`config.mk`:
```
export PLATFORM = sky130hd
export DESIGN_NAME = coreboard1588_axi_up_bridge
export DESIGN_NICKNAME = d
export VERILOG_FILES = /design/src/rtl/coreboard1588_pkg.sv /design/src/rtl/coreboard1588_up_timeout.sv /design/src/rtl/coreboard1588_axi_up_bridge.sv
export SDC_FILE = /design/constraint.sdc
export NUM_CORES = 1
export LEC_CHECK = 0
export BUFFER_PORTS_ARGS = -buffer_cell sky130_fd_sc_hd__buf_2
export CAP_MARGIN = 40
export CORE_UTILIZATION = 46
export CTS_BUF_LIST = sky130_fd_sc_hd__clkbuf_8
export DETAILED_ROUTE_END_ITERATION = 10
export PLACE_DENSITY = 0.78
export SLEW_MARGIN = 40
export SYNTH_ARGS = -nofsm -noshare
export SYNTH_HDL_FRONTEND = slang
export SYNTH_SLANG_ARGS = --single-unit
```
`constraint.sdc`:
```
create_clock -name clk -period 2.18 [get_ports clk]
set_input_delay 0.109 -clock clk [delete_from_list [all_inputs] [get_ports clk]]
set_output_delay 0.109 -clock clk [all_outputs]
set_load 0.005 [all_outputs]
```
`src/rtl/coreboard1588_pkg.sv`:
```
`default_nettype none
// +--------------------------------------------------------------------+
// | coreboard1588_pkg: AXI response codes and bridge FSM state types   |
// | Rev 1.0                                                            |
// +--------------------------------------------------------------------+
package coreboard1588_pkg;

  localparam logic [1:0]  c_resp_okay   = 2'b00;
  localparam logic [1:0]  c_resp_slverr = 2'b10;
  localparam logic [31:0] c_rd_err_data = 32'hDEADBEEF;

  typedef enum logic [1:0] {
    W_IDLE = 2'd0,
    W_REQ  = 2'd1,
    W_WAIT = 2'd2,
    W_RESP = 2'd3
  } wr_state_t;

  typedef enum logic [1:0] {
    R_IDLE = 2'd0,
    R_REQ  = 2'd1,
    R_WAIT = 2'd2,
    R_RESP = 2'd3
  } rd_state_t;

endpackage
`default_nettype wire

```
`src/rtl/coreboard1588_up_timeout.sv`:
```
`default_nettype none
// +--------------------------------------------------------------------+
// | coreboard1588_up_timeout: saturating ack-wait counter              |
// | Rev 1.0                                                            |
// +--------------------------------------------------------------------+
module coreboard1588_up_timeout #(
  parameter int C_TIMEOUT = 15
) (
  input  logic clk,
  input  logic rst_n,
  input  logic i_clear,
  input  logic i_enable,
  output logic o_expired
);

  localparam int                c_cw   = $clog2(C_TIMEOUT + 1);
  localparam logic [c_cw-1:0]   c_last = c_cw'(C_TIMEOUT - 1);

  logic [c_cw-1:0] r_count;

  always_ff @(posedge clk or negedge rst_n) begin
    if (!rst_n) begin
      r_count <= '0;
    end else if (i_clear) begin
      r_count <= '0;
    end else if (i_enable && (r_count != c_last)) begin
      r_count <= r_count + c_cw'(1);
    end
  end

  // High during the last permitted wait cycle; an ack in that cycle still wins.
  assign o_expired = i_enable && (r_count == c_last);

endmodule
`default_nettype wire

```
`src/rtl/coreboard1588_axi_up_bridge.sv`:
```
`default_nettype none
// +--------------------------------------------------------------------+
// | coreboard1588_axi_up_bridge: AXI4-Lite slave to up_* register bus  |
// | Rev 1.0                                                            |
// +--------------------------------------------------------------------+
module coreboard1588_axi_up_bridge
  import coreboard1588_pkg::*;
#(
  parameter int C_ADDR_WIDTH = 10,
  parameter int C_DATA_WIDTH = 32,
  parameter int C_TIMEOUT    = 15
) (
  input  logic                      clk,
  input  logic                      rst_n,
  input  logic [C_ADDR_WIDTH+1:0]   s_axi_awaddr,
  input  logic                      s_axi_awvalid,
  output logic                      s_axi_awready,
  input  logic [C_DATA_WIDTH-1:0]   s_axi_wdata,
  input  logic [C_DATA_WIDTH/8-1:0] s_axi_wstrb,
  input  logic                      s_axi_wvalid,
  output logic                      s_axi_wready,
  output logic [1:0]                s_axi_bresp,
  output logic                      s_axi_bvalid,
  input  logic                      s_axi_bready,
  input  logic [C_ADDR_WIDTH+1:0]   s_axi_araddr,
  input  logic                      s_axi_arvalid,
  output logic                      s_axi_arready,
  output logic [C_DATA_WIDTH-1:0]   s_axi_rdata,
  output logic [1:0]                s_axi_rresp,
  output logic                      s_axi_rvalid,
  input  logic                      s_axi_rready,
  output logic [C_ADDR_WIDTH-1:0]   up_wr_addr,
  output logic                      up_wr_req,
  output logic [C_DATA_WIDTH-1:0]   up_wr_din,
  input  logic                      up_wr_ack,
  output logic [C_ADDR_WIDTH-1:0]   up_rd_addr,
  output logic                      up_rd_req,
  input  logic [C_DATA_WIDTH-1:0]   up_rd_dout,
  input  logic                      up_rd_ack
);

  wr_state_t r_wstate, w_wstate_nxt;
  rd_state_t r_rstate, w_rstate_nxt;

  logic                      r_rdy_en;
  logic                      r_aw_got, r_w_got;
  logic [C_DATA_WIDTH/8-1:0] r_wstrb;
  logic                      w_aw_hs, w_w_hs, w_ar_hs, w_wstrb_full;
  logic                      w_wr_expired, w_rd_expired;
  logic                      w_unused_addr_lsbs;

  assign w_aw_hs      = s_axi_awvalid & s_axi_awready;
  assign w_w_hs       = s_axi_wvalid  & s_axi_wready;
  assign w_ar_hs      = s_axi_arvalid & s_axi_arready;
  assign w_wstrb_full = (r_wstrb == '1);
  assign w_unused_addr_lsbs = ^{s_axi_awaddr[1:0], s_axi_araddr[1:0]};

  // Keeps every ready low until the first clock edge after reset release.
  always_ff @(posedge clk or negedge rst_n) begin
    if (!rst_n) r_rdy_en <= 1'b0;
    else        r_rdy_en <= 1'b1;
  end

  always_ff @(posedge clk or negedge rst_n) begin
    if (!rst_n) begin
      r_wstate <= W_IDLE;
      r_rstate <= R_IDLE;
    end else begin
      r_wstate <= w_wstate_nxt;
      r_rstate <= w_rstate_nxt;
    end
  end

  always_comb begin
    w_wstate_nxt = r_wstate;
    case (r_wstate)
      W_IDLE: if ((r_aw_got | w_aw_hs) & (r_w_got | w_w_hs)) w_wstate_nxt = W_REQ;
      W_REQ:  w_wstate_nxt = w_wstrb_full ? W_WAIT : W_RESP;
      W_WAIT: if (up_wr_ack | w_wr_expired) w_wstate_nxt = W_RESP;
      W_RESP: if (s_axi_bready) w_wstate_nxt = W_IDLE;
      default: w_wstate_nxt = W_IDLE;
    endcase
  end

  always_comb begin
    w_rstate_nxt = r_rstate;
    case (r_rstate)
      R_IDLE: if (w_ar_hs) w_rstate_nxt = R_REQ;
      R_REQ:  w_rstate_nxt = R_WAIT;
      R_WAIT: if (up_rd_ack | w_rd_expired) w_rstate_nxt = R_RESP;
      R_RESP: if (s_axi_rready) w_rstate_nxt = R_IDLE;
      default: w_rstate_nxt = R_IDLE;
    endcase
  end

  always_comb begin
    s_axi_awready = 1'b0;
    s_axi_wready  = 1'b0;
    up_wr_req     = 1'b0;
    s_axi_bvalid  = 1'b0;
    s_axi_arready = 1'b0;
    up_rd_req     = 1'b0;
    s_axi_rvalid  = 1'b0;
    case (r_wstate)
      W_IDLE: begin
        s_axi_awready = r_rdy_en & ~r_aw_got;
        s_axi_wready  = r_rdy_en & ~r_w_got;
      end
      W_REQ:   up_wr_req    = w_wstrb_full;
      W_RESP:  s_axi_bvalid = 1'b1;
      default: ;
    endcase
    case (r_rstate)
      R_IDLE:  s_axi_arready = r_rdy_en;
      R_REQ:   up_rd_req     = 1'b1;
      R_RESP:  s_axi_rvalid  = 1'b1;
      default: ;
    endcase
  end

  always_ff @(posedge clk or negedge rst_n) begin
    if (!rst_n) begin
      r_aw_got    <= 1'b0;
      r_w_got     <= 1'b0;
      up_wr_addr  <= '0;
      up_wr_din   <= '0;
      r_wstrb     <= '0;
      s_axi_bresp <= c_resp_okay;
    end else begin
      if (w_aw_hs) begin
        r_aw_got   <= 1'b1;
        up_wr_addr <= s_axi_awaddr[C_ADDR_WIDTH+1:2];
      end else if (r_wstate == W_REQ) begin
        r_aw_got   <= 1'b0;
      end
      if (w_w_hs) begin
        r_w_got   <= 1'b1;
        up_wr_din <= s_axi_wdata;
        r_wstrb   <= s_axi_wstrb;
      end else if (r_wstate == W_REQ) begin
        r_w_got   <= 1'b0;
      end
      if ((r_wstate == W_REQ) && !w_wstrb_full)            s_axi_bresp <= c_resp_slverr;
      else if ((r_wstate == W_WAIT) && up_wr_ack)          s_axi_bresp <= c_resp_okay;
      else if ((r_wstate == W_WAIT) && w_wr_expired)       s_axi_bresp <= c_resp_slverr;
    end
  end

  always_ff @(posedge clk or negedge rst_n) begin
    if (!rst_n) begin
      up_rd_addr  <= '0;
      s_axi_rdata <= '0;
      s_axi_rresp <= c_resp_okay;
    end else begin
      if (w_ar_hs) up_rd_addr <= s_axi_araddr[C_ADDR_WIDTH+1:2];
      if ((r_rstate == R_WAIT) && up_rd_ack) begin
        s_axi_rdata <= up_rd_dout;
        s_axi_rresp <= c_resp_okay;
      end else if ((r_rstate == R_WAIT) && w_rd_expired) begin
        s_axi_rdata <= c_rd_err_data;
        s_axi_rresp <= c_resp_slverr;
      end
    end
  end

  coreboard1588_up_timeout #(.C_TIMEOUT(C_TIMEOUT)) u_wr_timeout (
    .clk       (clk),
    .rst_n     (rst_n),
    .i_clear   (r_wstate == W_REQ),
    .i_enable  (r_wstate == W_WAIT),
    .o_expired (w_wr_expired)
  );

  coreboard1588_up_timeout #(.C_TIMEOUT(C_TIMEOUT)) u_rd_timeout (
    .clk       (clk),
    .rst_n     (rst_n),
    .i_clear   (r_rstate == R_REQ),
    .i_enable  (r_rstate == R_WAIT),
    .o_expired (w_rd_expired)
  );

endmodule
`default_nettype wire

```
==> flow_metrics.tcl <==
set metrics [dict create \
    cts.repair.resized 0 \
    power_frac_comb_pct 41.0 \
    dp_cells 610 \
    synth_top_flop_cell "dfrtp_1" \
    grt_use_total_pct 23.9 \
    worstMarginPinSlew_ps 652 \
    grt_pass1_wl_um 18000 \
    start_util_pct 47.4 \
    ant_nets 0 \
    viasPerCell 4.84 \
    syn-instance-count 300 \
    finalCritPeriodShare_pct 89.9 \
    end_kind "flip-flop" \
    wl_met3_um 713 \
    cts_root_buf "clkbuf_8" \
    pin_count 196 \
    p_per_area_mw_per_mm2 1190 \
    p_int_mw 5.21 \
    required_ps 2420 \
    place_ws_ps 255 \
    dp_hpwl_um 6910 \
    final_common_cell "buf_2" \
    peakVddDrop_mv 0.627 \
    cp-start-kind "flip-flop" \
    layout-drive-gt1-share_pct 46.9 \
    worst-setup-path-type "flip-flop to flip-flop" \
    fin_setup_tns_ps 0 \
    slew_viol_final 0 \
    post-route-util_pct 70.7 \
    htreeDepth 3 \
    ys_ff_latch 105 \
    core_region_area_mm2 0.00924 \
    cts_tree "built" \
    wl_um 11500 \
    fin_area_mm2 0.00653 \
    swShare_pct 32.9 \
    cts_buffer_depth 2 \
    synth-async-reset-ratio_pct 100 \
    final_nets 695 \
    p_sw_mw 2.56 \
    clock_power_share_pct 14.8 \
    grt_max_degree 58 \
    cp_max_fo 37 \
    rsz0062_at_grt "no" \
    period_minus_slack_ps 1960 \
    fp.dieArea_mm2 0.00992 \
    n_antenna_cell 0 \
    arrival_ps 2200 \
    dpl_cell_area_mm2 0.00545 \
    whs_ps 102 \
    drv_cap 0 \
    route.detailed.drc 0 \
    numPortBuffers 189 \
    finalPower_mw 7.77 \
    ys_warn_count 0 \
    antenna_found_initial 0 \
    layout_common_cells "buf_2, dfrtp_1, dlygate4sd3_1, mux2_4, o22a_1" \
    cts_made_buffers 9 \
    hold_viol_final 0 \
    row_count 35 \
    dieHeight_um 99.6 \
    die_x_um 99.6 \
    grt_pass1_vias 3701 \
    post_cts_buffers 0 \
    grt_overflow_total 0 \
    syn_to_final_growth_pct 49.1 \
    ys_seq_area_share_pct 59.9 \
    clock_skew_ps 14.0 \
    min_path_type "primary input to flip-flop" \
    fill_cells 634 \
    clkLatencyLatePin_ps 360 \
    p_leak_nw 3.35 \
    layout.cells.non_filler 715 \
    setup_viol 0 \
    firstDrtPassIters 4 \
    cts_sinks 105 \
    seqCellArea_mm2 0.00263 \
    path_clk_slew_ps 100 \
    vias 3463 \
    highest-signal-layer "met4" \
    synthesis.area_mm2 0.00438 \
    gp_congestion 0.778 \
    syn_area_per_cell_um2 14.6 \
    drt-wirelength-per-cell_um 16.1 \
    drt_iter0_drc 117 \
    routed-wl-met2_um 6050 \
    max-slew-margin-rel_pct 56.5 \
    wl_met1_um 4590 \
    max_freq_ghz 0.510 \
    synth_edf_count 0 \
    seqPwrFrac_pct 44.3 \
    outcome "finished clean" \
    setup_slack_ps 221 \
    synth_cell_types 38 \
    multiInputGateArea_mm2 0.00162 \
]
[flip-flops by register name (all words and copies together), names as in the netlist]
name,flops
s_axi_rdata,32
up_wr_din,32
up_rd_addr,10
up_wr_addr,10
r_wstrb,4
u_rd_timeout.r_count,4
u_wr_timeout.r_count,4
r_rstate,2
r_wstate,2
r_aw_got,1
r_rdy_en,1
r_w_got,1
s_axi_bresp,1
s_axi_rresp,1
[cell usage after synthesis, types with 3 or more instances]
master / n / share of area [%]
nand3_1: 7 / 0.80
nor2_1: 11 / 0.94
xor2_1: 3 / 0.60
nand2_1: 8 / 0.69
and3_1: 3 / 0.43
buf_2: 3 / 0.34
a22o_1: 8 / 1.6
mux2_2: 19 / 4.9
o21ai_0: 4 / 0.46
dfrtp_1: 105 / 60
clkbuf_1: 4 / 0.34
mux2_4: 38 / 13
ha_1: 13 / 3.7
inv_1: 13 / 1.1
buf_6: 4 / 1.0
o22a_1: 24 / 4.8
a21oi_1: 5 / 0.57
[critical path, cell delays in order (launching register included)]
cell and delay [ps]:
dfrtp_1 430, inv_1 100, ha_1 240, nand2_2 90
nor2_4 50, nand2_4 490, mux2_2 420
[worst paths after layout]
kind / startpoint / endpoint / slack (ps) / depth (start not counted)
max reg2reg: r_wstate[0]$_DFFE_PN0P_ / up_wr_din[0]$_DFFE_PN0P_ / 220 / 6
min reg2reg: s_axi_rdata[21]$_DFFE_PN0P_ / s_axi_rdata[21]$_DFFE_PN0P_ / 490 / 1
min: up_wr_ack / s_axi_bresp[1]$_DFFE_PN0P_ / 100 / 4
max: r_wstate[0]$_DFFE_PN0P_ / up_wr_din[0]$_DFFE_PN0P_ / 220 / 6
max in group asynchronous: rst_n / up_wr_din[2]$_DFFE_PN0P_ / 1150 / 3
min in group asynchronous: rst_n / up_wr_din[31]$_DFFE_PN0P_ / 290 / 2
[logic make-up after synthesis]
kind of cell / share of synthesized area [%]
flip-flops: 59.9
multiplexers: 18.4
AO/OA/AOI/OAI: 8.85
AND/OR/NAND/NOR: 4.65
buffers and inverters: 3.28
adder cells (fa/ha/maj): 3.71
XOR/XNOR: 0.999
other: 0.171
[power groups by stage]
stage | Combinational [mW] | Clock [mW] | Sequential [mW]
5_1_grt | 3.47 | 1.28 | 3.54
3_3_place_gp | 2.89 | 0 | 3.35
2_1_floorplan | 1.69 | 0 | 3.44
6_report | 3.18 | 1.15 | 3.44
4_1_cts | 3.15 | 1.18 | 3.38
3_5_place_dp | 3.02 | 0 | 3.40
[cell type report]
| type | count | share of cell area [%] |
|---|---|---|
| clock buffers | 11 | 2.32 |
| multi-input cells | 169 | 24.7 |
| flip-flops and latches | 105 | 40.2 |
| clock inverters | 5 | 0.594 |
| repair buffers | 283 | 28.9 |
| inverters | 13 | 0.747 |
| well taps | 129 | 2.47 |
[per-layer routing]
layer | global-route usage, % | vias up
met5 | 0 | -
met4 | 8.48 | 0
met3 | 5.34 | 18
met2 | 44.0 | 147
met1 | 27.1 | 1690
li1 | - | 1608
[timing repair]
| action | in CTS | in global routing |
|---|---|---|
| setup endpoints to repair | 0 | 0 |
| hold buffers | 89 | 0 |
| hold endpoints to repair | 136 | 0 |
Power figures use the tool's default switching activity.
